$ cat config.mk
export PLATFORM = sky130hd
export DESIGN_NAME = sdhci_acmd12_arbiter_flat
export DESIGN_NICKNAME = d
export VERILOG_FILES = /design/src/rtl/sdhci_acmd12_arbiter_pkg.sv /design/src/rtl/sdhci_acmd12_arbiter_if.sv /design/src/rtl/sdhci_acmd12_arbiter.sv /design/src/flat_wrapper.sv
export SDC_FILE = /design/constraint.sdc
export NUM_CORES = 1
export LEC_CHECK = 0
export ABC_AREA = 1
export BUFFER_PORTS_ARGS = -buffer_cell sky130_fd_sc_hd__buf_2
export CAP_MARGIN = 25
export CELL_PAD_IN_SITES_DETAIL_PLACEMENT = 1
export CELL_PAD_IN_SITES_GLOBAL_PLACEMENT = 1
export CORE_ASPECT_RATIO = 0.6
export CORE_MARGIN = 2
export CORE_UTILIZATION = 35
export CTS_CLUSTER_SIZE = 8
export DETAILED_ROUTE_END_ITERATION = 8
export GPL_ROUTABILITY_DRIVEN = 0
export PLACE_DENSITY_LB_ADDON = 0.1
export SLEW_MARGIN = 20
export SYNTH_ARGS = -nofsm -noshare
export SYNTH_HDL_FRONTEND = slang
export SYNTH_SLANG_ARGS = --single-unit
export TNS_END_PERCENT = 100
$ cat constraint.sdc
create_clock -name clk_i -period 2.36 [get_ports clk_i]
set_clock_uncertainty 0.05 [all_clocks]
set_input_delay 0.472 -clock clk_i [delete_from_list [all_inputs] [get_ports clk_i]]
set_output_delay 0.472 -clock clk_i [all_outputs]
set_load 0.005 [all_outputs]
$ cat src/rtl/sdhci_acmd12_arbiter_pkg.sv
// Shared types and bit positions for the SDHCI command-issue arbiter.
package sdhci_pkg;

    typedef struct packed {
        logic [5:0]  index;
        logic [31:0] arg;
        logic [1:0]  rsp_type;
        logic        crc_chk;
        logic        idx_chk;
        logic        data_present;
    } sdhci_cmd_t;

    // timeout sits in bit0 so the struct reads naturally as a flag vector
    typedef struct packed {
        logic index;
        logic end_bit;
        logic crc;
        logic timeout;
    } sdhci_rsp_err_t;

    typedef enum logic [1:0] {
        RSP_NONE    = 2'b00,
        RSP_136     = 2'b01,
        RSP_48      = 2'b10,
        RSP_48_BUSY = 2'b11
    } rsp_type_e;

    typedef enum logic [2:0] {
        ST_IDLE,
        ST_ISSUE_DRV,
        ST_WAIT_DRV,
        ST_ISSUE_ACMD,
        ST_WAIT_ACMD
    } arb_state_e;

    // Error Interrupt Status bit positions
    localparam int unsigned ERR_TIMEOUT = 0;
    localparam int unsigned ERR_CRC     = 1;
    localparam int unsigned ERR_END     = 2;
    localparam int unsigned ERR_INDEX   = 3;
    localparam int unsigned ERR_ACMD    = 8;

    // Auto CMD12 Error Status bit positions
    localparam int unsigned ACMD_NOT_EXEC   = 0;
    localparam int unsigned ACMD_TIMEOUT    = 1;
    localparam int unsigned ACMD_CRC        = 2;
    localparam int unsigned ACMD_END        = 3;
    localparam int unsigned ACMD_INDEX      = 4;
    localparam int unsigned ACMD_NOT_ISSUED = 7;

    function automatic logic rsp_failed(input sdhci_rsp_err_t e);
        return |e;
    endfunction

    // Driver-command response flags mapped onto Error Interrupt Status
    function automatic logic [15:0] drv_err_bits(input sdhci_rsp_err_t e);
        logic [15:0] v;
        v = '0;
        v[ERR_TIMEOUT] = e.timeout;
        v[ERR_CRC]     = e.crc;
        v[ERR_END]     = e.end_bit;
        v[ERR_INDEX]   = e.index;
        return v;
    endfunction

    // CMD12 response flags mapped onto Auto CMD12 Error Status
    function automatic logic [15:0] acmd_err_status(input sdhci_rsp_err_t e,
                                                    input logic not_issued);
        logic [15:0] v;
        v = '0;
        v[ACMD_TIMEOUT]    = e.timeout;
        v[ACMD_CRC]        = e.crc;
        v[ACMD_END]        = e.end_bit;
        v[ACMD_INDEX]      = e.index;
        v[ACMD_NOT_ISSUED] = not_issued;
        return v;
    endfunction

endpackage

$ cat src/rtl/sdhci_acmd12_arbiter_if.sv
// Request/sequencer/response bundle between register file, arbiter and CMD sequencer.
interface sdhci_acmd12_arbiter_if;
    import sdhci_pkg::*;

    logic           drv_cmd_valid_i;
    sdhci_cmd_t     drv_cmd_i;
    logic           acmd12_req_i;
    logic           seq_valid_o;
    logic           seq_ready_i;
    sdhci_cmd_t     seq_cmd_o;
    logic           rsp_valid_i;
    sdhci_rsp_err_t rsp_err_i;
    logic           cmd_inhibit_o;
    logic [15:0]    acmd12_status_o;
    logic [15:0]    err_int_set_o;
    logic           cmd_complete_set_o;

    // arbiter side
    modport slave (
        input  drv_cmd_valid_i, drv_cmd_i, acmd12_req_i, seq_ready_i,
               rsp_valid_i, rsp_err_i,
        output seq_valid_o, seq_cmd_o, cmd_inhibit_o, acmd12_status_o,
               err_int_set_o, cmd_complete_set_o
    );

    // register file / sequencer side
    modport master (
        output drv_cmd_valid_i, drv_cmd_i, acmd12_req_i, seq_ready_i,
               rsp_valid_i, rsp_err_i,
        input  seq_valid_o, seq_cmd_o, cmd_inhibit_o, acmd12_status_o,
               err_int_set_o, cmd_complete_set_o
    );

endinterface

$ cat src/rtl/sdhci_acmd12_arbiter.sv
// Orders driver commands and Auto CMD12, issues one at a time, reports CMD12 errors.
module sdhci_acmd12_arbiter
    import sdhci_pkg::*;
#(
    parameter logic [5:0] Acmd12Index = 6'd12
) (
    input  logic                  clk_i,
    input  logic                  rst_i,
    sdhci_acmd12_arbiter_if.slave bus
);

    arb_state_e  state;
    logic        drv_pend;
    logic        acmd_pend;
    sdhci_cmd_t  drv_cmd;
    logic [15:0] status;
    logic [15:0] err_set;
    logic        cc_set;

    logic        drv_now;
    logic        acmd_now;
    logic        fail;
    sdhci_cmd_t  acmd12_cmd;

    // Pending view including same-cycle arrivals, and the fixed CMD12 encoding
    always_comb begin
        drv_now                 = drv_pend | bus.drv_cmd_valid_i;
        acmd_now                = acmd_pend | bus.acmd12_req_i;
        fail                    = rsp_failed(bus.rsp_err_i);
        acmd12_cmd              = '0;
        acmd12_cmd.index        = Acmd12Index;
        acmd12_cmd.rsp_type     = RSP_48_BUSY;
        acmd12_cmd.crc_chk      = 1'b1;
        acmd12_cmd.idx_chk      = 1'b1;
        acmd12_cmd.data_present = 1'b0;
    end

    // Request capture, arbitration FSM and registered status/interrupt pulses
    always_ff @(posedge clk_i) begin
        if (rst_i) begin
            state     <= ST_IDLE;
            drv_pend  <= 1'b0;
            acmd_pend <= 1'b0;
            drv_cmd   <= '0;
            status    <= '0;
            err_set   <= '0;
            cc_set    <= 1'b0;
        end else begin
            err_set <= '0;
            cc_set  <= 1'b0;

            // A repeat write while still pending is absorbed; the first command stands.
            // Clears in the FSM below come later and therefore take priority.
            if (bus.drv_cmd_valid_i && !drv_pend) begin
                drv_pend <= 1'b1;
                drv_cmd  <= bus.drv_cmd_i;
            end
            if (bus.acmd12_req_i) begin
                acmd_pend <= 1'b1;
            end

            case (state)
                ST_IDLE: begin
                    if (acmd_now) begin
                        state <= ST_ISSUE_ACMD;
                    end else if (drv_now) begin
                        state <= ST_ISSUE_DRV;
                    end
                end
                ST_ISSUE_DRV: begin
                    if (bus.seq_ready_i) begin
                        state    <= ST_WAIT_DRV;
                        drv_pend <= 1'b0;
                    end
                end
                ST_ISSUE_ACMD: begin
                    if (bus.seq_ready_i) begin
                        state     <= ST_WAIT_ACMD;
                        acmd_pend <= 1'b0;
                    end
                end
                ST_WAIT_DRV: begin
                    if (bus.rsp_valid_i) begin
                        state <= ST_IDLE;
                        if (!fail) begin
                            cc_set <= 1'b1;
                        end else begin
                            err_set <= drv_err_bits(bus.rsp_err_i);
                            if (acmd_now) begin
                                err_set[ERR_ACMD] <= 1'b1;
                                status            <= 16'(1 << ACMD_NOT_EXEC);
                                acmd_pend         <= 1'b0;
                            end
                        end
                    end
                end
                ST_WAIT_ACMD: begin
                    if (bus.rsp_valid_i) begin
                        state <= ST_IDLE;
                        if (!fail) begin
                            status <= '0;
                        end else begin
                            status            <= acmd_err_status(bus.rsp_err_i, drv_now);
                            err_set[ERR_ACMD] <= 1'b1;
                            drv_pend          <= 1'b0;
                        end
                    end
                end
                default: state <= ST_IDLE;
            endcase
        end
    end

    assign bus.seq_valid_o        = (state == ST_ISSUE_DRV) || (state == ST_ISSUE_ACMD);
    assign bus.seq_cmd_o          = (state == ST_ISSUE_ACMD) ? acmd12_cmd :
                                    (state == ST_ISSUE_DRV)  ? drv_cmd : '0;
    assign bus.cmd_inhibit_o      = drv_pend | acmd_pend | (state != ST_IDLE);
    assign bus.acmd12_status_o    = status;
    assign bus.err_int_set_o      = err_set;
    assign bus.cmd_complete_set_o = cc_set;

endmodule

$ cat src/flat_wrapper.sv
// flat-port wrapper written by rule: the top's interface ports become plain ports
module sdhci_acmd12_arbiter_flat import sdhci_pkg::*;
#(
    parameter logic [5:0] Acmd12Index = 6'd12
)
  (clk_i, rst_i, bus_drv_cmd_valid_i, bus_drv_cmd_i, bus_acmd12_req_i, bus_seq_ready_i, bus_rsp_valid_i, bus_rsp_err_i, bus_seq_valid_o, bus_seq_cmd_o, bus_cmd_inhibit_o, bus_acmd12_status_o, bus_err_int_set_o, bus_cmd_complete_set_o);
  sdhci_acmd12_arbiter_if bus_i ();
  input  logic clk_i;
  input  logic rst_i;
  input wire logic [$bits(bus_i.drv_cmd_valid_i)-1:0] bus_drv_cmd_valid_i;
  input wire logic [$bits(bus_i.drv_cmd_i)-1:0] bus_drv_cmd_i;
  input wire logic [$bits(bus_i.acmd12_req_i)-1:0] bus_acmd12_req_i;
  input wire logic [$bits(bus_i.seq_ready_i)-1:0] bus_seq_ready_i;
  input wire logic [$bits(bus_i.rsp_valid_i)-1:0] bus_rsp_valid_i;
  input wire logic [$bits(bus_i.rsp_err_i)-1:0] bus_rsp_err_i;
  output wire logic [$bits(bus_i.seq_valid_o)-1:0] bus_seq_valid_o;
  output wire logic [$bits(bus_i.seq_cmd_o)-1:0] bus_seq_cmd_o;
  output wire logic [$bits(bus_i.cmd_inhibit_o)-1:0] bus_cmd_inhibit_o;
  output wire logic [$bits(bus_i.acmd12_status_o)-1:0] bus_acmd12_status_o;
  output wire logic [$bits(bus_i.err_int_set_o)-1:0] bus_err_int_set_o;
  output wire logic [$bits(bus_i.cmd_complete_set_o)-1:0] bus_cmd_complete_set_o;
  assign bus_i.drv_cmd_valid_i = bus_drv_cmd_valid_i;
  assign bus_i.drv_cmd_i = bus_drv_cmd_i;
  assign bus_i.acmd12_req_i = bus_acmd12_req_i;
  assign bus_i.seq_ready_i = bus_seq_ready_i;
  assign bus_i.rsp_valid_i = bus_rsp_valid_i;
  assign bus_i.rsp_err_i = bus_rsp_err_i;
  assign bus_seq_valid_o = bus_i.seq_valid_o;
  assign bus_seq_cmd_o = bus_i.seq_cmd_o;
  assign bus_cmd_inhibit_o = bus_i.cmd_inhibit_o;
  assign bus_acmd12_status_o = bus_i.acmd12_status_o;
  assign bus_err_int_set_o = bus_i.err_int_set_o;
  assign bus_cmd_complete_set_o = bus_i.cmd_complete_set_o;
  sdhci_acmd12_arbiter #(.Acmd12Index(Acmd12Index)) u_core (.clk_i(clk_i), .rst_i(rst_i), .bus(bus_i));
endmodule
=== After elaboration in Yosys (flattened, before gate mapping) ===
Index checks and enable logic that the tools add are counted.

* Register bits: 81
* Input bits: 53
* Output and inout port bits: 78
* Logic and storage cells: 77

* Equality and inequality tests: 12
* Multiplexer cells: 32
* Bitwise logic cells: 7
* Reductions and logical operators: 12

{| class="wikitable"
|+ Operator list
! kind !! count
|-
| two-way mux 43 bit || 2
|-
| two-way mux 16 bit || 4
|-
| case mux 16 bit (2 select lines) || 1
|-
| two-way mux 9 bit || 2
|-
| two-way mux 3 bit || 5
|-
| two-way mux 1 bit || 13
|-
| case mux 3 bit (4 select lines) || 1
|-
| two-way mux 8 bit || 1
|-
| != test 2 bit, second input constant || 4
|-
| OR reduction 4 bit || 2
|-
| == test 3 x 2 -> 1 bit, second input constant || 2
|-
| != test 2 x 1 -> 1 bit, second input constant || 3
|-
| case mux 1 bit (2 select lines) || 3
|-
| AND reduction 5 bit || 1
|-
| OR 1 bit || 4
|-
| AND reduction 4 bit || 1
|-
| == test 3 x 1 -> 1 bit, second input constant || 1
|-
| == test 3 bit, second input constant || 1
|-
| logical NOT 3 bit || 1
|-
| != test 3 x 1 -> 1 bit, second input constant || 1
|-
| NOT 1 bit || 3
|-
| nonzero test 3 bit || 1
|-
| OR reduction 3 bit || 1
|-
| nonzero test 2 bit || 1
|-
| 4 further kinds || 4
|}

=== Longest topological paths before layout ===
Gate-level depths: netlist (run 1).

* Word-level depth: 6
* Gate-level depth with buffers: 8
* Gate-level depth less buffers: 8

=== Worst setup path after synthesis (run 1) ===
Ideal clock, no wire load.

* Path kind: register to output
* Start: register u_core.state[2]
* End: output bus_seq_cmd_o[20]
* Data arrival time: 1.046 ns
* Data required time: 1.838 ns
* Path slack: 0.792 ns
* Cell stages (with the launch flop): 8
* Path buffers: 2
* Cell sequence: dfxtp_1 -> inv_1 -> nand2_4 -> inv_4 -> nand2_2 -> buf_6 -> buf_12 -> nor2_4

* Word-level cells in the longest chain between the ends: 3
* Elaborated cells on any way between the ends: 4
* Classes of those cells: eq/ne: 2; mux: 2

{| class="wikitable"
|+ Ends and longest elaborated chain
! what !! RTL line !! source
|-
| from (decl) || sdhci_acmd12_arbiter.sv:12 || <nowiki>arb_state_e state;</nowiki>
|-
| from (signal assigned) || sdhci_acmd12_arbiter.sv:41 || <nowiki>state <= ST_IDLE;</nowiki>
|-
| from (signal assigned) || sdhci_acmd12_arbiter.sv:65 || <nowiki>state <= ST_ISSUE_ACMD;</nowiki>
|-
| from (signal assigned) || sdhci_acmd12_arbiter.sv:67 || <nowiki>state <= ST_ISSUE_DRV;</nowiki>
|-
| == test 3 x 1 -> 1 bit || sdhci_acmd12_arbiter.sv:116 || <nowiki>(state == ST_ISSUE_DRV) ? drv_cmd : '0;</nowiki>
|-
| two-way mux 43 bit || sdhci_acmd12_arbiter.sv:116 ||
|-
| two-way mux 43 bit (*) || sdhci_acmd12_arbiter.sv:115 || <nowiki>assign bus.seq_cmd_o = (state == ST_ISSUE_ACMD) ? acmd12_cmd :</nowiki>
|-
| to (decl) || flat_wrapper.sv:17 || <nowiki>output wire logic [$bits(bus_i.seq_cmd_o)-1:0] bus_seq_cmd_o;</nowiki>
|}

Every way passes the cells marked *; elsewhere a longest branch is shown, timed or not.

=== Worst setup path after layout (run 1) ===
* Start: register u_core.state[2]
* End: output bus_seq_cmd_o[18]

Same word-level chain as after synthesis.

==> summary.txt, run 1 <==
Yosys
  • Synth Instances: 367
  • Average size of a mapped cell: between 7 and 8 um2
  • Register area share after synthesis: a little over two fifths
  • Mapped cell area: between 2000 and 3000 um2
  • #FFs+latches synth: 60
  • Ys Warns: 0
  • Yosys cell types: 27

Route
  • DR pass1 iterations: 4
  • Routed WL: roughly 7.4 mm
  • Routed vias: 2552
  • WL per Instance: 12.63 um
  • DR DRC count: 0
  • Iter 0 DRT Violations: 105
  • DRT antenna net count: 0
  • Vias per inst: ~4.4

Global route
  • Largest net degree at the start of global routing: 50
  • Antenna violations before repair: 0
  • Gr usage total: about 17%
  • Grt ovf: 0
  • First-pass GRT wire length: ~12 mm
  • Vias in the first global route: around 2400

Cells and area
  • Diodes inserted: 0
  • NumNets Final: 525
  • Design area: 3671 um2
  • Final core utilization: between 40 and 50%
  • Layout cell share with drive strength beyond 1: roughly a third
  • Area Growth Syn to Fin: 30.92%
  • Finished Layout Cells: 584

Worst setup path
  • R2R cell count: 7
  • Slowest stage delay, CP: roughly 0.35 ns
  • Crit Path Max Fanout: 39
  • CP cell instances: inv_1 -> nand2_4 -> inv_4 -> nand2_2 -> buf_12 -> nor2_1 -> buf_2
  • Worst setup EP type: output pin
  • Critical path class: flip-flop to output pin
  • CP arrival: around 1.7 ns
  • Req. time, crit path: roughly 1.8 ns
  • Critical path's slowest cell: dfxtp_1
  • Crit start category: flip-flop

Placed design
  • PortBufs: roughly 110
  • Placed Cells: about 570
  • Final HPWL DP: approximately 5.4 mm
  • Placement Cell Area: ~3300 um2
  • Placement Setup Slack: slightly below 0.5 ns

Floorplan
  • Starting Density: a little over a third
  • Core area: around 7800 um2
  • Die extent in x: 119.6 um
  • I/O Pins: 131
  • Die height: between 70 and 80 um
  • Die area: between 8000 and 9000 um2
  • FP Rows: 25

Timing
  • Min Tclk post-route: about 2.2 ns
  • Worst hold slack: about 0.34 ns
  • FMAX: around 0.46 GHz
  • RSZ-0062 raised after global routing: no
  • Final Hold Viols: 0
  • Setup_tns: 0 ns
  • Worst Setup Slack, final: between 0.15 and 0.2 ns
  • Fin crit share: 92.15%
  • Finish-stage setup viols: 0
  • Max Slew Vio Count: 0

Clock tree
  • CTS root buf: clkbuf_16
  • H-tree levels: 3
  • Post-CTS setup buffer count: 0
  • CTS Sinks: 60
  • Post-cts resize count: 0
  • Post-CTS Hold Fix Bufs: 0
  • Clock buffer count from CTS: 9
  • Clock tree buffer depth: 2
  • Worst skew pair latency: 0.31 ns
  • CTS tree: built
  • Clk slew on worst S/H paths: approximately 0.050 ns

Outcome
  • Outcome: finished, final reports clean

Pwr
  • Pwr Total: ~3.7 mW
  • Leakage: 1.768 nW
  • Max IR drop VDD: 440.0 uV
  • Pwr dens: between 1000 and 1500 nW/um2

Worst hold path
  • Hold Path Depth: 3
  • Hold Path Class: input port to flip-flop

Run
  • MaxCap Viol Count: 0
Yosys cell counts:
| master | number | area share, % |
|---|---|---|
| inv_4 | 1 | 0.22 |
| nor2_4 | 20 | 8.0 |
| nand2_1 | 18 | 2.4 |
| buf_4 | 21 | 5.6 |
| inv_2 | 2 | 0.27 |
| nor2_1 | 58 | 7.8 |
| nand3_1 | 13 | 2.3 |
| nand2_4 | 1 | 0.40 |
| a211oi_1 | 1 | 0.27 |
| buf_12 | 2 | 1.4 |
| buf_2 | 5 | 0.89 |
| buf_6 | 1 | 0.40 |
| clkbuf_1 | 10 | 1.3 |
| a21oi_1 | 44 | 7.9 |
| inv_1 | 52 | 7.0 |
| conb_1 | 1 | 0.13 |
| dfxtp_1 | 60 | 43 |
| o21ai_1 | 1 | 0.18 |
| nor2_2 | 2 | 0.45 |
| o21ai_0 | 46 | 8.2 |
| nand2_2 | 2 | 0.45 |
| nand4_1 | 1 | 0.22 |
| nor3b_1 | 1 | 0.27 |
| nor3_1 | 1 | 0.18 |
| clkbuf_2 | 1 | 0.18 |
| nor3_2 | 1 | 0.36 |
| nand3_2 | 1 | 0.36 |
path summary, 6_finish.rpt:
path	from	end	slack, ns
hold reg to reg	u_core.drv_cmd[5]	u_core.drv_cmd[5]	0.40
setup reg to reg	u_core.state[2]	u_core.drv_pend	0.68
hold / removal	bus_drv_cmd_i[4]	u_core.drv_cmd[4]	0.34
setup / recovery	u_core.state[2]	bus_seq_cmd_o[18]	0.19
cell usage in the layout (no fill, tap or decap):
master,count
bufinv_16,2
dfxtp_1,60
o21ai_0,46
buf_4,3
buf_12,2
nor3b_1,1
nor2_4,20
inv_1,52
nor2_1,58
a21oi_1,44
nand3_2,1
nand4_1,1
nor2_2,2
nand2_4,1
clkinvlp_4,1
clkbuf_16,9
nor3_2,1
conb_1,21
inv_4,1
buf_2,109
clkinv_2,1
nand2_1,18
nand2_2,2
a211oi_1,1
o21ai_1,1
inv_2,2
nand3_1,13
nor3_1,1
clkbuf_8,2
registers in the layout (all words and copies together), names as in the netlist:
register	flops
u_core.drv_pend	1
u_core.acmd_pend	1
u_core.bus.cmd_complete_set_o	1
u_core.bus.acmd12_status_o	6
u_core.drv_cmd	43
u_core.state	3
u_core.bus.err_int_set_o	5
cell type report:
cell class | count | area (um2)
inverter | 55 | 209.0
multi-input combinational | 232 | 1192
sequential | 60 | 1201
clock inverter | 4 | 72.57
timing repair buffer | 114 | 608.1
fill | 1012 | 4149
tap | 108 | 135.1
clock buffer | 11 | 252.7
worst max-delay path, delay by kind of cell (launching register included):
family	cells	cell delay, ns
buf+inv	4	0.64
flops	1	0.35
simple gates	3	0.32
layer usage:
layer  GRT usage (%)  share of wire (%)  wire length (um)
met1           23.57                 50              3724
met2           25.46                 42              3065
met3           5.901                7.4               549
met4           5.882               0.47                35
met5               0                  0                 0
kinds of logic (layout without fill, tap and decap cells):
| kind of cell | after synthesis | in the layout | share of synthesized area [%] |
|---|---|---|---|
| compound gates | 92 | 92 | 16.51 |
| buf+inv | 95 | 184 | 17.31 |
| flops | 60 | 60 | 42.84 |
| other cells | 1 | 21 | 0.1337 |
| simple gates | 119 | 119 | 23.20 |
report_power, final:
part	total, mW	switching, mW	internal [mW]	leakage, nW
Combinational	1.10	0.730	0.370	1.12
Clock	1.42	0.442	0.973	0.158
Sequential	1.22	0.0659	1.15	0.495
(Power assumes the default switching activity.)
==> run 2: changes to the inputs <==
--- a/config.mk
+++ b/config.mk
@@ -17,6 +17,7 @@
 export DETAILED_ROUTE_END_ITERATION = 8
 export GPL_ROUTABILITY_DRIVEN = 0
 export PLACE_DENSITY_LB_ADDON = 0.1
+export REMOVE_ABC_BUFFERS = 1
 export SLEW_MARGIN = 20
 export SYNTH_ARGS = -nofsm -noshare
 export SYNTH_HDL_FRONTEND = slang
==> constraint.sdc (replaced) <==
create_clock -name clk_i -period 2.36 [get_ports clk_i]
set_clock_uncertainty 0.05 [all_clocks]
set_input_delay 0.472 -clock clk_i [delete_from_list [all_inputs] [get_ports clk_i]]
set_output_delay 0.472 -clock clk_i [all_outputs]
set_load 0.01 [all_outputs]
==> summary.txt, run 2 (synthesis gave the netlist of run 1 again) <==
Timing
  • Fin crit share: between 90 and 100%
  • FMAX: 0.4512 GHz
  • Min Tclk post-route: 2.217 ns
  • Final Hold Viols: 0
  • Finish-stage setup viols: 0
  • Worst Setup Slack, final: about 0.14 ns
  • Setup_tns: 0 ns
  • RSZ-0062 raised after global routing: no
  • Max Slew Vio Count: 0

Cells and area
  • # fillers: ~1000
  • Most flop-heavy register: u_core.drv_cmd
  • Diodes inserted: 0
  • Most common cell after layout, fill and taps aside: buf_2
  • Area of the multi-input gates: around 1200 um2
  • FF/Latch Area: between 1000 and 1500 um2
  • Largest register FFs: 43
  • Most frequent cells in the layout: buf_2, dfxtp_1, nor2_1, inv_1, o21ai_0
  • Area Growth Syn to Fin: 30.83%
  • NumNets Final: ~530
  • Layout cell share with drive strength beyond 1: roughly 33%

Global route
  • Largest net degree at the start of global routing: between 50 and 60
  • Grt ovf: 0
  • First-pass GRT wire length: between 10 and 15 mm
  • GR Layer Usage met1: 24.08%
  • Antenna violations before repair: 0
  • Vias in the first global route: ~2500
  • Met3 usage: between 7 and 8%
  • Grt peak-use layer: met2
  • Gr usage total: a little under a fifth
  • Met2 usage: between 20% and 30%

Worst setup path
  • Critical path class: flip-flop to output pin
  • CP cell instances: inv_2 -> nand2_4 -> inv_4 -> nand2_2 -> buf_12 -> nor2_1 -> buf_2
  • Crit start category: flip-flop
  • R2r startpoint: u_core.drv_pend
  • R2R cell count: 5
  • Slowest stage delay, CP: between 0.3 and 0.4 ns
  • CP arrival: around 1.7 ns
  • Worst setup EP type: output pin
  • Crit Path Max Fanout: 20
  • Top Family by Delay on Critical Path: buffers and inverters
  • Reg-to-reg slack, setup: roughly 0.75 ns
  • Req. time, crit path: around 1.8 ns
  • Levels on crit path: 7
  • Reg2reg end: u_core.drv_cmd[13]
  • Critical path buffer and inverter count: 4
  • Critical path's slowest cell: dfxtp_1

Clock tree
  • CTS Sinks: 60
  • Clock tree buffer depth: 2
  • H-tree levels: 3
  • Post-CTS Hold Fix Bufs: 0
  • Clock buffer count from CTS: 9
  • Worst skew pair latency: approximately 0.33 ns
  • Post-CTS setup buffer count: 0
  • CTS root buf: clkbuf_16
  • Clk slew on worst S/H paths: about 0.05 ns
  • CTS tree: built

Route
  • Iter 0 DRT Violations: between 100 and 150
  • DR pass1 iterations: 4
  • Vias per inst: ~4.4
  • DRT antenna net count: 0
  • DR DRC count: 0
  • Routed WL: approximately 7.6 mm
  • Routed vias: 2578
  • WL per Instance: about 13 um

Floorplan
  • Starting Density: between 30% and 40%
  • I/O Pins: approximately 130
  • Core area: around 7800 um2
  • FP Rows: 25
  • Die height: 73.33 um
  • Die area: between 8000 and 9000 um2
  • Die extent in x: 119.6 um

Pwr
  • Pwr Total: 3.728 mW
  • Pwr dens: between 1000 and 1500 nW/um2
  • Leakage: between 1.5 and 2 nW
  • Max IR drop VDD: between 400 and 500 uV

Worst hold path
  • Hold_sp: bus_drv_cmd_i[1]
  • Hold Path Class: input port to flip-flop
  • Hold worst-path end: u_core.drv_cmd[1]
  • Hold Path Depth: 3

Outcome
  • Outcome: finished, final reports clean

Placed design
  • Final HPWL DP: 5.581 mm
  • Placement Setup Slack: 0.4276 ns
  • PortBufs: ~110

Run
  • MaxCap Viol Count: 0
==> run 2: cell types whose count changed in the layout (fill, tap and decap cells not counted), sizes merged <==
| cell | before | now |
|---|---|---|
| clkinv | 1 | 0 |
| clkinvlp | 1 | 0 |
| clkbuf | 11 | 15 |
| buf | 114 | 115 |
| bufinv | 2 | 1 |
==> run 2: layer usage <==
| layer | share of wire, % | vias up | wire, um |
|---|---|---|---|
| met1 | 48 | 1159 | 3611 |
| li1 | - | 1322 | - |
| met3 | 7.4 | 10 | 556 |
| met2 | 44 | 87 | 3294 |
| met4 | 1.2 | 0 | 91 |
| met5 | 0 | - | 0 |
==> run 2: cell type report <==
class	instances	area share (%)
flip-flops and latches	60	32.78
inverters	55	5.696
repair buffers	115	17.22
well taps	108	3.684
clock inverters	1	0.8186
multi-input cells	232	32.50
clock buffers	15	7.299
==> run 2: per-stage QoR <==
step                util (%)  hold slack, ns  cells  area (um2)
floorplan                  -          0.3815    347        2603
detailed placement     43.04          0.3984    570        3366
CTS                    46.85          0.3079    586        3664
finish                 46.91          0.3163    586        3669
global route           46.91          0.3265    586        3669
global placement       43.04          0.3877    570        3366
==> run 2: worst max path at each step <==
stage,from,to,slack [ns]
after global placement,u_core.state[2],bus_seq_cmd_o[12],0.50
after detailed placement,u_core.state[2],bus_seq_cmd_o[12],0.43
final,u_core.state[2],bus_seq_cmd_o[0],0.14
after global routing,u_core.state[2],bus_seq_cmd_o[18],0.02
after CTS,u_core.state[2],bus_seq_cmd_o[12],0.04
after floorplan,u_core.state[1],bus_seq_cmd_o[0],0.16
==> run 2: worst reg2reg max path, stage by stage (launching register included) <==
cell and delay (ns):
dfxtp_1 0.32, nor2_2 0.32, inv_2 0.27, buf_12 0.26, o21ai_0 0.22, a21oi_1 0.06
==> run 2: what timing repair did <==
action / in CTS / in global routing
hold endpoints to repair: 0 / 0
endpoints found under the setup margin: 0 / 24
resized for setup: 0 / 3
==> run 2: where the power goes <==
part           internal, mW  total (mW)  switching [mW]
sequential             1.16        1.22          0.0668
combinational         0.398        1.20           0.799
clock                 0.875        1.31           0.434
==> run 3: changes to the inputs <==
--- a/config.mk
+++ b/config.mk
@@ -12,7 +12,7 @@
 export CELL_PAD_IN_SITES_GLOBAL_PLACEMENT = 1
 export CORE_ASPECT_RATIO = 0.6
 export CORE_MARGIN = 2
-export CORE_UTILIZATION = 35
+export CORE_UTILIZATION = 29
 export CTS_CLUSTER_SIZE = 8
 export DETAILED_ROUTE_END_ITERATION = 8
 export GPL_ROUTABILITY_DRIVEN = 0
==> constraint.sdc (replaced) <==
create_clock -name clk_i -period 1.8 [get_ports clk_i]
set_clock_uncertainty 0.05 [all_clocks]
set_input_delay 0.36 -clock clk_i [delete_from_list [all_inputs] [get_ports clk_i]]
set_output_delay 0.36 -clock clk_i [all_outputs]
set_load 0.01 [all_outputs]
==> summary.txt, run 3 (synthesis gave the netlist of run 1 again) <==
Global route
  • Vias in the first global route: about 2500
  • First-pass GRT wire length: approximately 13 mm
  • Largest net degree at the start of global routing: 81
  • Antenna violations before repair: 0
  • Grt ovf: 0
  • Gr usage total: about 16%

Timing
  • Final Hold Viols: 0
  • Finish-stage setup viols: 1
  • FMAX: between 0.5 and 0.6 GHz
  • Min Tclk post-route: approximately 1.8 ns
  • Max Slew Vio Count: 0
  • Worst Setup Slack, final: -0.005246 ns
  • Fin crit share: 100.3%
  • RSZ-0062 raised after global routing: yes

Pwr
  • Leakage: between 1.5 and 2 nW
  • Pwr dens: 1311 nW/um2
  • Max IR drop VDD: between 500 and 600 uV

Cells and area
  • Design area: between 4000 and 5000 um2
  • Area Growth Syn to Fin: 49.44%
  • NumNets Final: approximately 530
  • # fillers: between 1000 and 1500
  • Largest register FFs: between 40 and 50
  • Final core utilization: a little under half
  • Layout cell share with drive strength beyond 1: between 30% and 40%
  • Most flop-heavy register: u_core.drv_cmd
  • Diodes inserted: 0
  • Most common cell after layout, fill and taps aside: buf_2
  • Most frequent cells in the layout: buf_2, dfxtp_1, inv_1, o21ai_0, a21oi_1

Clock tree
  • Clk slew on worst S/H paths: 0.05 ns
  • Clock buffer count from CTS: 9
  • Clock tree buffer depth: 2
  • CTS tree: built
  • CTS root buf: clkbuf_16
  • CTS Sinks: 60
  • Worst skew pair latency: 0.33 ns
  • Post-CTS Hold Fix Bufs: 0
  • H-tree levels: 3

Worst setup path
  • Crit Path Max Fanout: 6
  • CP arrival: approximately 1.4 ns
  • Req. time, crit path: roughly 1.4 ns
  • Worst setup EP type: output pin
  • Reg2reg end: u_core.bus.acmd12_status_o[7]
  • Crit start category: flip-flop
  • R2R cell count: 5
  • Critical path class: flip-flop to output pin
  • Reg-to-reg slack, setup: between 0.3 and 0.4 ns
  • Worst setup path startpoint: u_core.state[2]
  • R2r startpoint: u_core.state[1]

Run
  • MaxCap Viol Count: 0

Floorplan
  • Core area: between 9000 and 10000 um2
  • Starting Density: 30.18%
  • I/O Pins: around 130
  • Die height: 80.17 um
  • Die extent in x: 130.9 um
  • FP Rows: 27
  • Die area: about 10000 um2

Route
  • WL per Instance: ~14 um
  • DRT antenna net count: 0
  • Iter 0 DRT Violations: 122
  • Routed vias: ~2600
  • DR DRC count: 0
  • DR pass1 iterations: 4
  • Routed WL: 8.502 mm
  • Vias per inst: roughly 4.3

Placed design
  • Final HPWL DP: around 5.5 mm
  • PortBufs: about 110
  • Placement Cell Area: 3401 um2

Outcome
  • Failing checks: negative setup slack
  • Outcome: finished, violations left

Worst hold path
  • Hold Path Depth: 3
  • Hold worst-path end: u_core.drv_cmd[40]
  • Hold_sp: bus_drv_cmd_i[40]
  • Hold Path Class: input port to flip-flop
## run 3: what timing repair did
item                       CTS  global route
cloned                       3             1
setup buffers                3             0
pin swaps                    0             0
resized for setup           15            71
setup endpoints to repair   38            38
## run 3: worst max-delay path, cell delays in order, from the launching register on
cell and delay (ns):
dfxtp_4 0.36, inv_4 0.06, nand2_4 0.05, inv_4 0.07
nand2_8 0.11, clkbuf_16 0.20, nor2_4 0.10, buf_6 0.11
## run 3: worst max path at each step
stage | cells past startpoint | endpoint
floorplan | 3 | bus_seq_cmd_o[0]
global placement | 7 | bus_seq_cmd_o[19]
detailed placement | 7 | bus_seq_cmd_o[11]
CTS | 7 | bus_seq_cmd_o[26]
global route | 7 | bus_seq_cmd_o[34]
finish | 7 | bus_seq_cmd_o[34]
## run 3: metrics by stage
stage                     hold slack [ns]  setup TNS (ns)  std cells  total power, mW  setup WS [ns]
after floorplan                    0.3791          -8.192        347            2.599        -0.2857
after global placement             0.3891               0        593            3.186         0.1895
after detailed placement           0.3974               0        593            3.228         0.1095
after CTS                          0.1935               0        614            5.231       0.002052
after global routing               0.2171          -1.232        615            5.830       -0.06186
final                              0.2076       -0.005246        615            5.493      -0.005246
## run 3: final cells by class
cell class	instances	area (um2)	share of cell area (%)
inverter	55	211.5	5.046
multi-input combinational	232	1336	31.89
clock inverter	2	10.01	0.2389
tap	130	162.7	3.882
clock buffer	13	260.3	6.211
sequential	60	1206	28.78
timing repair buffer	123	1003	23.95
## run 3: layer usage
metal  global-route usage [%]  up-vias  share of wire (%)
met1                    22.15     1220                 49
li1                         -     1335                  -
met3                    6.329       10                6.8
met2                    22.28       79                 43
met5                        0        -                  0
met4                    6.170        0                1.4
## run 3: report_power, final
part | internal, mW | switching [mW]
sequential | 1.52 | 0.0789
combinational | 0.961 | 1.36
clock | 0.993 | 0.584
